$ cat src/rtl/rom_read_arbiter.sv
// Two-client read arbiter for a single-port, one-cycle-latency ROM.
// Round-robin with optional port 0 priority and a port 1 starvation guard.
module rom_read_arbiter #(
    parameter int DATA_WIDTH = 96,
    parameter int ADDR_WIDTH = 12,
    parameter int MAX_WAIT   = 15
) (
    input  logic                  clk,
    input  logic                  rst,
    input  logic                  pri0,
    input  logic                  req0,
    input  logic [ADDR_WIDTH-1:0] addr0,
    output logic                  gnt0,
    output logic                  rvalid0,
    input  logic                  req1,
    input  logic [ADDR_WIDTH-1:0] addr1,
    output logic                  gnt1,
    output logic                  rvalid1,
    output logic [DATA_WIDTH-1:0] rdata,
    output logic [ADDR_WIDTH-1:0] rom_addr,
    input  logic [DATA_WIDTH-1:0] rom_q
);

    localparam int CW = $clog2(MAX_WAIT + 1);
    localparam logic [CW-1:0] MAX_CNT = CW'(MAX_WAIT);

    logic                  last_win;
    logic [CW-1:0]         starve_cnt;
    logic [ADDR_WIDTH-1:0] last_addr;

    // Grant decision; last_win==1 means port 1 won last, so a plain tie goes to port 0.
    always_comb begin
        gnt0 = 1'b0;
        gnt1 = 1'b0;
        if (!rst) begin
            if (req0 && !req1) begin
                gnt0 = 1'b1;
            end else if (req1 && !req0) begin
                gnt1 = 1'b1;
            end else if (req0 && req1) begin
                if (starve_cnt == MAX_CNT) begin
                    gnt1 = 1'b1;
                end else if (pri0 || last_win) begin
                    gnt0 = 1'b1;
                end else begin
                    gnt1 = 1'b1;
                end
            end
        end
    end

    // Hold the previous address when idle so the ROM input never floats.
    always_comb begin
        rom_addr = last_addr;
        if (gnt0) begin
            rom_addr = addr0;
        end else if (gnt1) begin
            rom_addr = addr1;
        end
    end

    assign rdata = rom_q;

    // Grant stage -> ROM read stage
    always_ff @(posedge clk) begin
        if (rst) begin
            last_win   <= 1'b1;
            starve_cnt <= '0;
            last_addr  <= '0;
            rvalid0    <= 1'b0;
            rvalid1    <= 1'b0;
        end else begin
            rvalid0   <= gnt0;
            rvalid1   <= gnt1;
            last_addr <= rom_addr;
            if (gnt0) begin
                last_win <= 1'b0;
            end else if (gnt1) begin
                last_win <= 1'b1;
            end
            if (!req1 || gnt1) begin
                starve_cnt <= '0;
            end else if (starve_cnt != MAX_CNT) begin
                starve_cnt <= starve_cnt + CW'(1);
            end
        end
    end

endmodule

$ cat config.mk
export PLATFORM = sky130hd
export DESIGN_NAME = rom_read_arbiter
export DESIGN_NICKNAME = d
export VERILOG_FILES = /design/src/rtl/rom_read_arbiter.sv
export SDC_FILE = /design/constraint.sdc
export NUM_CORES = 1
export LEC_CHECK = 0
export CAP_MARGIN = 10
export CELL_PAD_IN_SITES_DETAIL_PLACEMENT = 0
export CELL_PAD_IN_SITES_GLOBAL_PLACEMENT = 1
export CORE_MARGIN = 1.5
export CORE_UTILIZATION = 15
export CTS_BUF_LIST = sky130_fd_sc_hd__clkbuf_2
export DETAILED_ROUTE_END_ITERATION = 8
export GPL_ROUTABILITY_DRIVEN = 0
export PLACE_DENSITY_LB_ADDON = 0.25
export SETUP_SLACK_MARGIN = 0.2
export SKIP_CTS_REPAIR_TIMING = 1
export SYNTH_ARGS = -nofsm -noshare
export SYNTH_HDL_FRONTEND = slang
export SYNTH_SLANG_ARGS = --single-unit
$ cat constraint.sdc
create_clock -name clk -period 1.9 [get_ports clk]
set_input_delay 0.38 -clock clk [delete_from_list [all_inputs] [get_ports clk]]
set_output_delay 0.38 -clock clk [all_outputs]
set_load 0.02 [all_outputs]
==> results of run 1 <==
## per-layer routing
layer  GRT usage  up-vias  part of all wire
met5           0        -                 0
met3      0.0323       18             0.095
met4      0.0213        0             0.014
li1            -      620                 -
met2       0.105       64              0.44
met1      0.0860      555              0.45
## cells in the mapped netlist, types with 2 or more instances
library cell / n
sky130_fd_sc_hd__buf_4: 98
sky130_fd_sc_hd__dfxtp_1: 19
sky130_fd_sc_hd__nor2_1: 17
sky130_fd_sc_hd__nand2_1: 15
sky130_fd_sc_hd__a31oi_1: 13
sky130_fd_sc_hd__nand2_2: 9
sky130_fd_sc_hd__a311oi_1: 6
sky130_fd_sc_hd__a311oi_2: 6
sky130_fd_sc_hd__inv_1: 4
sky130_fd_sc_hd__buf_6: 2
sky130_fd_sc_hd__nand3_1: 2
sky130_fd_sc_hd__nor2b_1: 2
sky130_fd_sc_hd__o2111ai_1: 2
## stage by stage
step	cells	power, mW	setup TNS, ns
final	352	1.13	-4.85
after CTS	345	1.09	-12.98
after global routing	352	1.20	-6.50
after floorplan	209	0.946	0
after global placement	341	0.873	-15.30
after detailed placement	341	0.872	-16.15
## flip-flops by register name (all words and copies together) (netlist names)
register	count
last_addr	12
rvalid0	1
starve_cnt	4
last_win	1
rvalid1	1
## how the worst min path moves through the flow
stage / start / end / depth (start not counted)
3_5_place_dp: last_addr[8] / last_addr[8] / 2
3_3_place_gp: last_addr[11] / last_addr[11] / 2
6_report: pri0 / last_win / 3
5_1_grt: pri0 / last_win / 3
4_1_cts: last_addr[8] / last_addr[8] / 2
2_1_floorplan: starve_cnt[0] / starve_cnt[0] / 1
## power by group through the flow
stage          Sequential (mW)  Clock [mW]  Combinational (mW)
6_report                 0.440       0.201               0.492
2_1_floorplan            0.445           0               0.501
5_1_grt                  0.444       0.234               0.523
4_1_cts                  0.436       0.227               0.430
3_5_place_dp             0.443           0               0.429
3_3_place_gp             0.443           0               0.430
## layout make-up
type / instances / area [um2]
multi-input cells: 82 / 896
flip-flops and latches: 19 / 383
inverters: 5 / 33.8
fillers: 1189 / 8460
clock inverters: 1 / 5.00
clock buffers: 3 / 15.0
well taps: 140 / 175
repair buffers: 102 / 1010
## cells by family (layout without fill, tap and decap cells)
family | after synthesis | count (layout) | synth area share
xor+xnor | 1 | 1 | 0.00510
mux | 1 | 1 | 0.00582
compound gates | 30 | 30 | 0.157
simple gates | 49 | 49 | 0.137
fa+ha+maj | 1 | 1 | 0.00728
flops | 19 | 19 | 0.221
buf+inv | 108 | 111 | 0.467
## tightest hold or removal path: stages
cell,delay [ns]
sky130_fd_sc_hd__dlymetal6s2s_1,0.14
sky130_fd_sc_hd__or3b_4,0.16
sky130_fd_sc_hd__o2111ai_1,0.11
==> implementation parameters, run 1 <==
Parameter                              Value

Floorplan
  Placeable core region    roughly 0.011 mm2
  Number of placed I/O pins    237
  Height of the die    between 100 and 150 um
  Initial standard-cell utilization of the core    0.157
  Number of placement rows    38
  Area of the die    around 0.012 mm2
  Die X-Extent    about 110 um

CTS
  Clock buffer depth    2
  TritonCTS clock tree    built
  Skew-Pair Late Insertion Delay    ~0.34 ns
  Total number of H-tree levels    1
  Sink count of the clock tree    19
  CTS buffer count    3
  Clock root buffer    sky130_fd_sc_hd__clkbuf_2
  Clock transition at the registers of the reported paths    roughly 0.21 ns

Synthesis
  Number of standard cells after synthesis    approximately 210
  Leading post-synthesis cells by cell area    sky130_fd_sc_hd__buf_4, sky130_fd_sc_hd__dfxtp_1, sky130_fd_sc_hd__a311oi_2, sky130_fd_sc_hd__a31oi_1, sky130_fd_sc_hd__nor2_1
  Netlist cell types    27
  Post-synthesis async set-or-reset flop share    0
  Net count of the mapped netlist    roughly 340
  Post-synth EDFFs    0
  Number of warnings issued by yosys    0
  Seq cells post-synth    19
  Post-synth design cell area    approximately 0.0017 mm2
  Average cell area after synthesis    approximately 8.2 um2
  Fraction of the yosys area taken by sequential cells    0.221
  Top flip-flop cell by instance count after synthesis    sky130_fd_sc_hd__dfxtp_1
  Library cell occupying the most area in the post-synthesis netlist    sky130_fd_sc_hd__buf_4
  Area share of the leading cell type in the synthesized netlist    0.428

GRT
  GRT Total Usage    0.0691
  Initial antenna violation count    0
  Remaining Overflow, GRT    0
  Pin count of the biggest net entering global routing    26
  Number of global-route vias before repair    about 1,200
  Wire length of the first global-routing pass    6.38 mm

Timing
  Final hold violation count    0
  Post-layout min period    about 2.3 ns
  Least setup slack across all paths after layout    -0.382 ns
  Share of the cycle needed by the critical path after routing    1.20
  Actual slew at the worst max-slew pin    around 0.39 ns
  Max-slew violation count    0
  Worst slew margin    0.741
  Setup violators final    14
  Setup repair after global routing missed its margin    yes
  Hold slack    just under 0.5 ns
  Upper clock frequency limit    438 MHz
  Worst-case clock skew    ~0.011 ns

Pwr
  Worst-case vdd ir drop    roughly 0.18 mV
  Switching power summed over all nets    0.385 mW
  Lkg Pwr    ~1.1 nW
  Share of total power in combinational logic    0.434
  Power per cell area    around 450 mW/mm2
  Reg power frac    0.389
  Power share of the clock group    0.177
  Switch share    0.340
  Cell internal pwr    between 0.7 and 0.8 mW

Worst setup path
  Type of the worst setup path    flop to primary output
  Worst Path Max Fanout    8
  CP Data Arrival Time    1.90 ns
  Crit-path cells    ha_4, and3_4, o21ai_4, buf_12, clkinv_8, buf_16, nand2_4, a31oi_4, buf_6
  Data required, critical path    about 1.5 ns
  First element of the critical path    starve_cnt[0]
  Crit end category    primary output
  Worst R2R End    last_addr[1]
  Worst reg2reg path depth    10
  Number of logic stages on the critical path including buffering    9
  Setup slack of the worst register-to-register path    between 0.2 and 0.25 ns
  CP bufs+invs    4
  Worst path slowest cell    sky130_fd_sc_hd__dfxtp_2
  Worst setup path endpoint    rom_addr[4]
  RR Startpoint    starve_cnt[0]
  Cell family with the largest share of critical-path delay    buffers and inverters
  Critical Path Max Stage Delay    about 0.38 ns
  Category of the worst setup path launch point    flop

Hold path
  Worst hold path class    input port to flop

Status
  Violations in the final reports    setup timing
  Status    complete, but fails checks

Place
  IO buf count    44
  Place WS    -0.968 ns
  Area after detailed placement    0.00217 mm2
  Detailed placer's ending HPWL    3.18 mm

Flow run
  Max-Cap Viols    0

Route
  Final wirelength    4.42 mm
  Remaining number of nets flagged by the antenna check after routing    0
  Drt first pass iters    4
  Via count of the routed design    between 1,000 and 1,500
  Wire per inst    ~13 um
  Via-to-Cell Ratio    3.57
  Number of violations reported at the end of detailed-routing iteration 0    21
  # DRC    0

Layout
  Fraction of layout cells with a size suffix above 1    0.613
  Net count, final    339
  Final design utilization    0.230
  Most common cell after layout, fill and taps aside    sky130_fd_sc_hd__buf_4
  Most frequent cells in the layout    sky130_fd_sc_hd__buf_4, sky130_fd_sc_hd__clkdlybuf4s50_1, sky130_fd_sc_hd__nand2_4, sky130_fd_sc_hd__nor2_1, sky130_fd_sc_hd__dfxtp_1
  Layout-stage area growth over the synthesis result    46.7%
  Count of inserted antenna diode cells    0
  Design Area, Final    around 0.0025 mm2
(Power assumes the default switching activity.)
==> run 2: changes to the inputs <==
- CORE_UTILIZATION: 15 -> 16
- clock period: 1.9 -> 2.7 ns (I/O delays scaled with it)
==> implementation parameters, run 2 (same netlist as run 1, synthesis figures left out) <==
Parameter                              Value

Pwr
  Reg power frac    0.419
  Power Total    around 0.72 mW
  Power share of the clock group    0.188
  Worst-case vdd ir drop    roughly 0.10 mV
  Share of total power in combinational logic    0.392
  Power per cell area    about 340 mW/mm2
  Cell internal pwr    ~0.49 mW
  Lkg Pwr    between 0.8 and 0.9 nW
  Switching power summed over all nets    around 0.23 mW
  Switch share    0.324

Timing
  Worst slew margin    0.750
  Least setup slack across all paths after layout    between 0.2 and 0.25 ns
  Final hold violation count    0
  Max-slew violation count    0
  Upper clock frequency limit    408 MHz
  Share of the cycle needed by the critical path after routing    0.909
  Post-layout min period    ~2.5 ns
  Setup violators final    0
  Worst-case clock skew    roughly 0.032 ns
  Setup repair after global routing missed its margin    yes
  Actual slew at the worst max-slew pin    0.375 ns

Worst setup path
  RR Startpoint    starve_cnt[0]
  First element of the critical path    starve_cnt[0]
  Worst Path Max Fanout    5
  CP Data Arrival Time    around 1.9 ns
  Crit end category    primary output
  Data required, critical path    between 2 and 2.5 ns
  Type of the worst setup path    flop to primary output
  Category of the worst setup path launch point    flop

CTS
  Clock root buffer    sky130_fd_sc_hd__clkbuf_2
  Total number of H-tree levels    1
  TritonCTS clock tree    built
  Clock buffer depth    2
  Skew-Pair Late Insertion Delay    0.34 ns
  CTS buffer count    3
  Clock transition at the registers of the reported paths    between 0.15 and 0.2 ns
  Sink count of the clock tree    19

Layout
  Most frequent cells in the layout    sky130_fd_sc_hd__buf_4, sky130_fd_sc_hd__clkdlybuf4s50_1, sky130_fd_sc_hd__nor2_1, sky130_fd_sc_hd__dfxtp_1, sky130_fd_sc_hd__nand2_1
  Design Area, Final    0.00213 mm2
  Net count, final    approximately 330
  Largest registers in the final layout    last_addr: 12 flops, starve_cnt: 4 flops
  Largest Register    last_addr
  Layout-stage area growth over the synthesis result    23.9%
  Most common cell after layout, fill and taps aside    sky130_fd_sc_hd__buf_4
  Final design utilization    0.205
  Flip-flop count of the largest register after layout    12
  Count of inserted antenna diode cells    0
  Filler cells    1,170
  Fraction of layout cells with a size suffix above 1    0.485

Floorplan
  Die X-Extent    between 100 and 150 um
  Placeable core region    0.0104 mm2
  Number of placement rows    37
  Area of the die    roughly 0.011 mm2
  Number of placed I/O pins    237
  Initial standard-cell utilization of the core    0.166
  Height of the die    107 um

Route
  M1 WL    about 1.8 mm
  Final wirelength    4.22 mm
  Wire per inst    around 12 um
  Drt first pass iters    4
  Via-to-Cell Ratio    3.65
  Met2 wire length    1.86 mm
  Remaining number of nets flagged by the antenna check after routing    0
  # DRC    0
  Amount of wire on met3 after detailed routing    approximately 400 um
  Via count of the routed design    1,242
  Max Used Layer    met5
  Number of violations reported at the end of detailed-routing iteration 0    20

Place
  Detailed placer's ending HPWL    around 3.0 mm
  IO buf count    44
  Place WS    -0.419 ns
  Area after detailed placement    about 0.0019 mm2

GRT
  Pin count of the biggest net entering global routing    19
  GRT Total Usage    0.0730
  Remaining Overflow, GRT    0
  Wire length of the first global-routing pass    roughly 6.5 mm
  Number of global-route vias before repair    1,332
  Initial antenna violation count    1

Hold path
  Worst hold path class    flop to flop
  Worst min-delay path startpoint    starve_cnt[0]

Status
  Status    completed

Flow run
  Max-Cap Viols    0
run 2: changes by cell type in the layout (fill, tap and decap cells not counted), sizes merged:
cell / previous run / this run
buf: 71 / 59
clkbuf: 4 / 6
clkdlybuf4s50: 25 / 26
clkinv: 2 / 1
dlymetal6s2s: 5 / 6
inv: 4 / 5
run 2: metrics by stage:
| step | instances | setup TNS [ns] | hold slack, ns |
|---|---|---|---|
| CTS | 334 | -4.87 | 0.503 |
| finish | 340 | 0 | 0.464 |
| floorplan | 209 | 0 | 0.430 |
| global placement | 330 | -4.96 | 0.456 |
| global route | 340 | 0 | 0.487 |
| detailed placement | 330 | -4.79 | 0.458 |
run 2: final timing paths:
kind              cells after the start            end  slack (ns)
setup / recovery                      7    rom_addr[4]        0.25
setup reg to reg                      7   last_addr[0]        1.09
hold reg to reg                       1  starve_cnt[0]        0.46
hold / removal                        1  starve_cnt[0]        0.46
run 2: worst max-delay path, stage by stage (launching register included):
cell                        delay, ns
sky130_fd_sc_hd__dfxtp_4         0.40
sky130_fd_sc_hd__ha_4            0.16
sky130_fd_sc_hd__nand4_1         0.15
sky130_fd_sc_hd__nand3_4         0.18
sky130_fd_sc_hd__clkbuf_16       0.20
sky130_fd_sc_hd__buf_4           0.14
sky130_fd_sc_hd__a31oi_1         0.17
sky130_fd_sc_hd__clkbuf_2        0.20
run 2: power by group through the flow:
stage               Combinational (mW)  Clock, mW  Sequential [mW]
finish                           0.284      0.136            0.303
global route                     0.306      0.160            0.306
CTS                              0.263      0.150            0.304
detailed placement               0.261          0            0.309
global placement                 0.263          0            0.309
floorplan                        0.313          0            0.310
run 2: final cells by class:
type                            instances  area (um2)  area share
Timing Repair Buffer                   94         890       0.417
Multi-Input combinational cell         82         641       0.301
Sequential cell                        19         389       0.183
Tap cell                              136         170      0.0799
Inverter                                5        21.3     0.00998
Clock buffer                            3        15.0     0.00705
Clock inverter                          1        5.00     0.00235
run 2: layer usage:
metal	up-vias	GRT usage
met4	2	0.0371
met1	564	0.0816
met5	-	0
li1	595	-
met2	53	0.115
met3	28	0.0353
==> variant 1, RTL diff (settings of run 2) <==
Take the reset off `last_addr` and load it in a clocked block of its own.
--- a/src/rtl/rom_read_arbiter.sv
+++ b/src/rtl/rom_read_arbiter.sv
@@ -66,13 +66,11 @@
         if (rst) begin
             last_win   <= 1'b1;
             starve_cnt <= '0;
-            last_addr  <= '0;
             rvalid0    <= 1'b0;
             rvalid1    <= 1'b0;
         end else begin
             rvalid0   <= gnt0;
             rvalid1   <= gnt1;
-            last_addr <= rom_addr;
             if (gnt0) begin
                 last_win <= 1'b0;
             end else if (gnt1) begin
@@ -86,5 +84,9 @@
         end
     end
 
+    always_ff @(posedge clk) begin
+        last_addr <= rom_addr;
+    end
+
 endmodule
 
Formal check against the unedited RTL: differs if rst is asserted again (counterexample within 4 cycles, from zero or initial values and one cycle with rst high); with rst held inactive, the same outputs for 10 cycles.
==> variant 1 against run 2 <==
The run now ends with negative setup slack left. Routed wire length fell by 26%. Highest routed layer is now met4. Cell area decreased by 18%. Critical endpoint is now rom_addr[7]. Critical path depth increased by 1. Sequential cell count stayed put. Area after synthesis down 5.8%. Combinational power is 25% higher. Setup slack got worse by 340 ps. Global-route usage shrank 1.9 points. Total power is 15% higher.
==> variant 1: results <==
group,metric,value,unit
global_route,grt_pass1_vias,914,
flow_run,maxCapViolations,0,
clock_network,cts_max_path_buffers,2,
layout,nFillCells,1088,
layout,top_regs,"last_addr: 12 flops, starve_cnt: 4 flops",
placement,port_buffers,44,
routing,wl_per_cell,11.8,µm
routing,routed-wl-met2,1610,µm
yosys,synth_most_common_cell,"buf_4",
placement,place_worst_setup_slack,-553,ps
yosys,ys_types,22,
run_status,violations,"negative setup slack",
yosys,synth_area_leaders,"buf_4 (45%), dfxtp_1 (23%), mux2_4 (15%), mux2_2 (5.6%), o21ai_4 (2.0%)",
sta,fin_worst_skew,35.0,ps
global_route,track_usage,0.0541,
routing,topRoutingLayerUsed,"met4",
clock_network,htreeDepth,1,
yosys,synth_nets,293,
global_route,grt_pass1_wl,4610,µm
clock_network,numCtsBuffers,3,
placement,hpwlAfterDp,2290,µm
worst_setup_path,worstPathMaxFanout,5,
routing,wl_met1,1120,µm
power_and_ir_drop,power_leakage,0.805,nW
yosys,ys_async_sr_fraction,0,
clock_network,clock_latency,350,ps
yosys,synth-main-ff-cell,"dfxtp_1",
sta,setup_viol,12,
layout,nets,259,
global_route,grt_max_degree,15,
routing,dr.pass1.iters,4,
power_and_ir_drop,ir_drop,0.000136,V
sta,max_slew_margin,0.726,
clock_network,cts-root-buf,"clkbuf_2",
layout,num_antenna_cells,0,
layout,drive_gt1_frac,0.500,
yosys,seq_area_frac_synth,0.235,
routing,drt-initial-drc-count,13,
sta,layout_setup_ws,-94.8,ps
yosys,synth_common_cells,"buf_4 (97), dfxtp_1 (19), mux2_4 (16)",
clock_network,clkTransAtPathRegs,250,ps
yosys,yosys_warnings,0,
worst_setup_path,worstPathArrival,2250,ps
global_route,antenna_found_initial,0,
worst_hold_path,hold_path.class,"in2reg",
run_status,outcome,"finished, violations left",
routing,routed-wl-met3,241,µm
routing,via_per_inst,3.09,
-- variant 1: where the power goes --
group | switching, mW | internal (mW)
logic | 0.133 | 0.224
registers | 0.0119 | 0.321
clock network | 0.107 | 0.0344
-- variant 1: worst paths after layout --
path / slack [ps] / depth (start not counted) / start / end
min: 490 / 4 / rst / last_win
min reg2reg: 540 / 1 / starve_cnt[3] / starve_cnt[3]
max reg2reg: 840 / 7 / starve_cnt[0] / last_addr[2]
max: -90 / 8 / pri0 / rom_addr[7]
-- variant 1: layout make-up --
cell class                      count  area share
Clock buffer                        3     0.00858
Sequential cell                    19       0.219
Multi-Input combinational cell     45       0.301
Clock inverter                      1     0.00429
Inverter                            5      0.0107
Timing Repair Buffer               59       0.362
Tap cell                          133      0.0951
-- variant 1: cell families after synthesis --
family | Yosys count | share of synthesized area
AO/OA/AOI/OAI | 6 | 0.0355
XOR/XNOR | 1 | 0.00541
adder cells (fa/ha/maj) | 1 | 0.00773
buffers and inverters | 103 | 0.468
flip-flops | 19 | 0.235
multiplexers | 24 | 0.204
AND/OR/NAND/NOR | 13 | 0.0441
-- variant 1: metrics by stage --
stage          instance area (µm²)  instances  setup TNS [ps]  hold WS [ps]  power [mW]
2_1_floorplan                 1620        167               0           448       0.721
3_3_place_gp                  1610        257           -6400           471       0.660
3_5_place_dp                  1610        257           -6590           522       0.663
4_1_cts                       1630        261           -6840           551       0.816
5_1_grt                       1750        265           -2110           499       0.881
6_report                      1750        265            -969           492       0.830
-- variant 1: critical path: stages --
cell	delay [ps]
clkdlybuf4s50_1	500
o21ai_4	70
o21ai_4	160
buf_6	140
buf_12	120
mux2_4	300
mux2_4	270
buf_6	130
-- variant 1: per-layer routing --
layer,GRT usage,up-vias
met3,0.0214,30
met2,0.0900,49
li1,-,370
met4,0.0427,0
met1,0.0539,369
met5,0,-
==> variant 2, RTL diff (flow settings as in run 2) <==
Without the edit above. Set the parameter `MAX_WAIT` to 14 (it was 15).
--- a/src/rtl/rom_read_arbiter.sv
+++ b/src/rtl/rom_read_arbiter.sv
@@ -3,7 +3,7 @@
 module rom_read_arbiter #(
     parameter int DATA_WIDTH = 96,
     parameter int ADDR_WIDTH = 12,
-    parameter int MAX_WAIT   = 15
+    parameter int MAX_WAIT   = 14
 ) (
     input  logic                  clk,
     input  logic                  rst,
Check against the original RTL: no difference found for any inputs over 10 cycles, from zero or initial values and one cycle with rst high; that may be too few to reach the edited logic, so the function may still have changed.
==> variant 2 against run 2 <==
Total power up 8.0%. Final cell count increased by 5.0%. Cell area increased by 3.6%. First-iteration DRC count is 40% higher. Routed wire length grew 12%. Sequential power grew 1%. Via count is 3.4% higher. Setup slack worse by 20 ps. Sequential cell count unchanged. Area after synthesis rose by 0.95%. Critical path type unchanged.
==> variant 2: results <==
group,metric,value,unit
clock_network,numCtsBuffers,3,
power_and_ir_drop,ir_drop,0.0000994,V
sta,timing.fmax,404,MHz
worst_setup_path,reg2reg_slack,950,ps
clock_network,cts-root-buf,"clkbuf_2",
worst_setup_path,r2r_cells,9,
routing,dr.pass1.iters,4,
worst_hold_path,hold_path.class,"reg2reg",
sta,tightestPinTransition,307,ps
layout,fin_cells,357,
sta,holdWs,511,ps
yosys,synth_common_cells,"buf_4 (99), nand2_1 (23), dfxtp_1 (19)",
routing,topRoutingLayerUsed,"met4",
placement,place_worst_setup_slack,-478,ps
layout,nets,348,
worst_setup_path,critical-path-top-delay-family,"compound AO/OA/AOI/OAI gates",
placement,dpl_cell_area,0.00193,mm²
routing,wl_per_cell,13.2,µm
layout,nFillCells,1182,
worst_setup_path,crit_start,"starve_cnt[1]",
worst_hold_path,worstHoldStart,"last_addr[7]",
yosys,avgSynthCellArea,8.19,µm²
worst_setup_path,worstPathArrival,1930,ps
yosys,ys_async_sr_fraction,0,
routing,routed-wl-met3,486,µm
global_route,grt_pass1_vias,1241,
sta,fin_worst_skew,31.0,ps
clock_network,clkTransAtPathRegs,230,ps
yosys,yosys_warnings,0,
routing,routed-wl-met2,2230,µm
clock_network,htreeDepth,1,
layout,drive_gt1_frac,0.495,
worst_setup_path,rr_endpoint,"last_addr[10]",
power_and_ir_drop,power_leakage,0.950,nW
worst_setup_path,worstPathMaxFanout,6,
global_route,grt_max_degree,23,
routing,drt-initial-drc-count,28,
worst_setup_path,crit_end,"rom_addr[10]",
global_route,antenna_found_initial,1,
yosys,ys_types,29,
placement,dp_cells,332,
yosys,synth-main-ff-cell,"dfxtp_1",
routing,wl_met1,1830,µm
clock_network,clock_latency,340,ps
placement,hpwlAfterDp,3440,µm
global_route,grt_use_met2,0.121,
routing,num_vias,1284,
global_route,track_usage,0.0728,
yosys,synth_area_leaders,"buf_4 (43%), dfxtp_1 (22%), a311oi_2 (8.7%), nand2_1 (5.0%), a31oi_1 (4.7%)",
yosys,synth_nets,339,
clock_network,cts_max_path_buffers,2,
layout,top_regs,"last_addr: 12 flops, starve_cnt: 4 flops",
run_status,outcome,"completed",
global_route,use_met3,0.0255,
global_route,grt_pass1_wl,6410,µm
yosys,seq_area_frac_synth,0.219,
global_route,grt_util_met1,0.0770,
worst_setup_path,max_stage_delay,410,ps
worst_setup_path,cpMaxStageDelayCell,"dfxtp_2",
## variant 2: cell count changes in the layout (fill, tap and decap cells not counted), moves of 3 or more
| cell | run 2 | this run |
|---|---|---|
| nand2_2 | 10 | 3 |
| a311oi_1 | 6 | 2 |
| buf_4 | 51 | 59 |
| a31oi_1 | 8 | 12 |
| a31oi_4 | 4 | 0 |
| nand2_1 | 14 | 22 |
| a311oi_2 | 6 | 10 |
| nor2_1 | 16 | 13 |
| buf_6 | 5 | 9 |
## variant 2: worst min path at each step
| stage | end | depth (start not counted) |
|---|---|---|
| after floorplan | starve_cnt[0] | 1 |
| after global placement | last_addr[1] | 2 |
| after detailed placement | starve_cnt[3] | 1 |
| after CTS | starve_cnt[3] | 1 |
| after global routing | last_addr[7] | 2 |
| final | last_addr[7] | 2 |
## variant 2: cell type report
| class | instances | area [µm²] | area share |
|---|---|---|---|
| well taps | 136 | 170 | 0.0771 |
| clock buffers | 3 | 15.0 | 0.00680 |
| multi-input cells | 83 | 627 | 0.284 |
| diodes | 1 | 2.50 | 0.00113 |
| inverters | 7 | 28.8 | 0.0130 |
| repair buffers | 107 | 977 | 0.442 |
| clock inverters | 1 | 5.00 | 0.00227 |
| flip-flops and latches | 19 | 383 | 0.173 |
## variant 2: cells by family after synthesis
logic type               Yosys count  share of synthesized area
flip-flops                        19                      0.219
buffers and inverters            110                      0.462
AND/OR/NAND/NOR                   49                      0.124
XOR/XNOR                           1                    0.00505
adder cells (fa/ha/maj)            2                     0.0144
AO/OA/AOI/OAI                     31                      0.175
## variant 2: report_power, final
group	total (mW)	switching, mW	leakage [nW]	internal [mW]
Combinational	0.338	0.147	0.776	0.191
Sequential	0.307	0.00603	0.158	0.301
Clock	0.136	0.102	0.0164	0.0335
Total	0.781	0.255	0.950	0.526
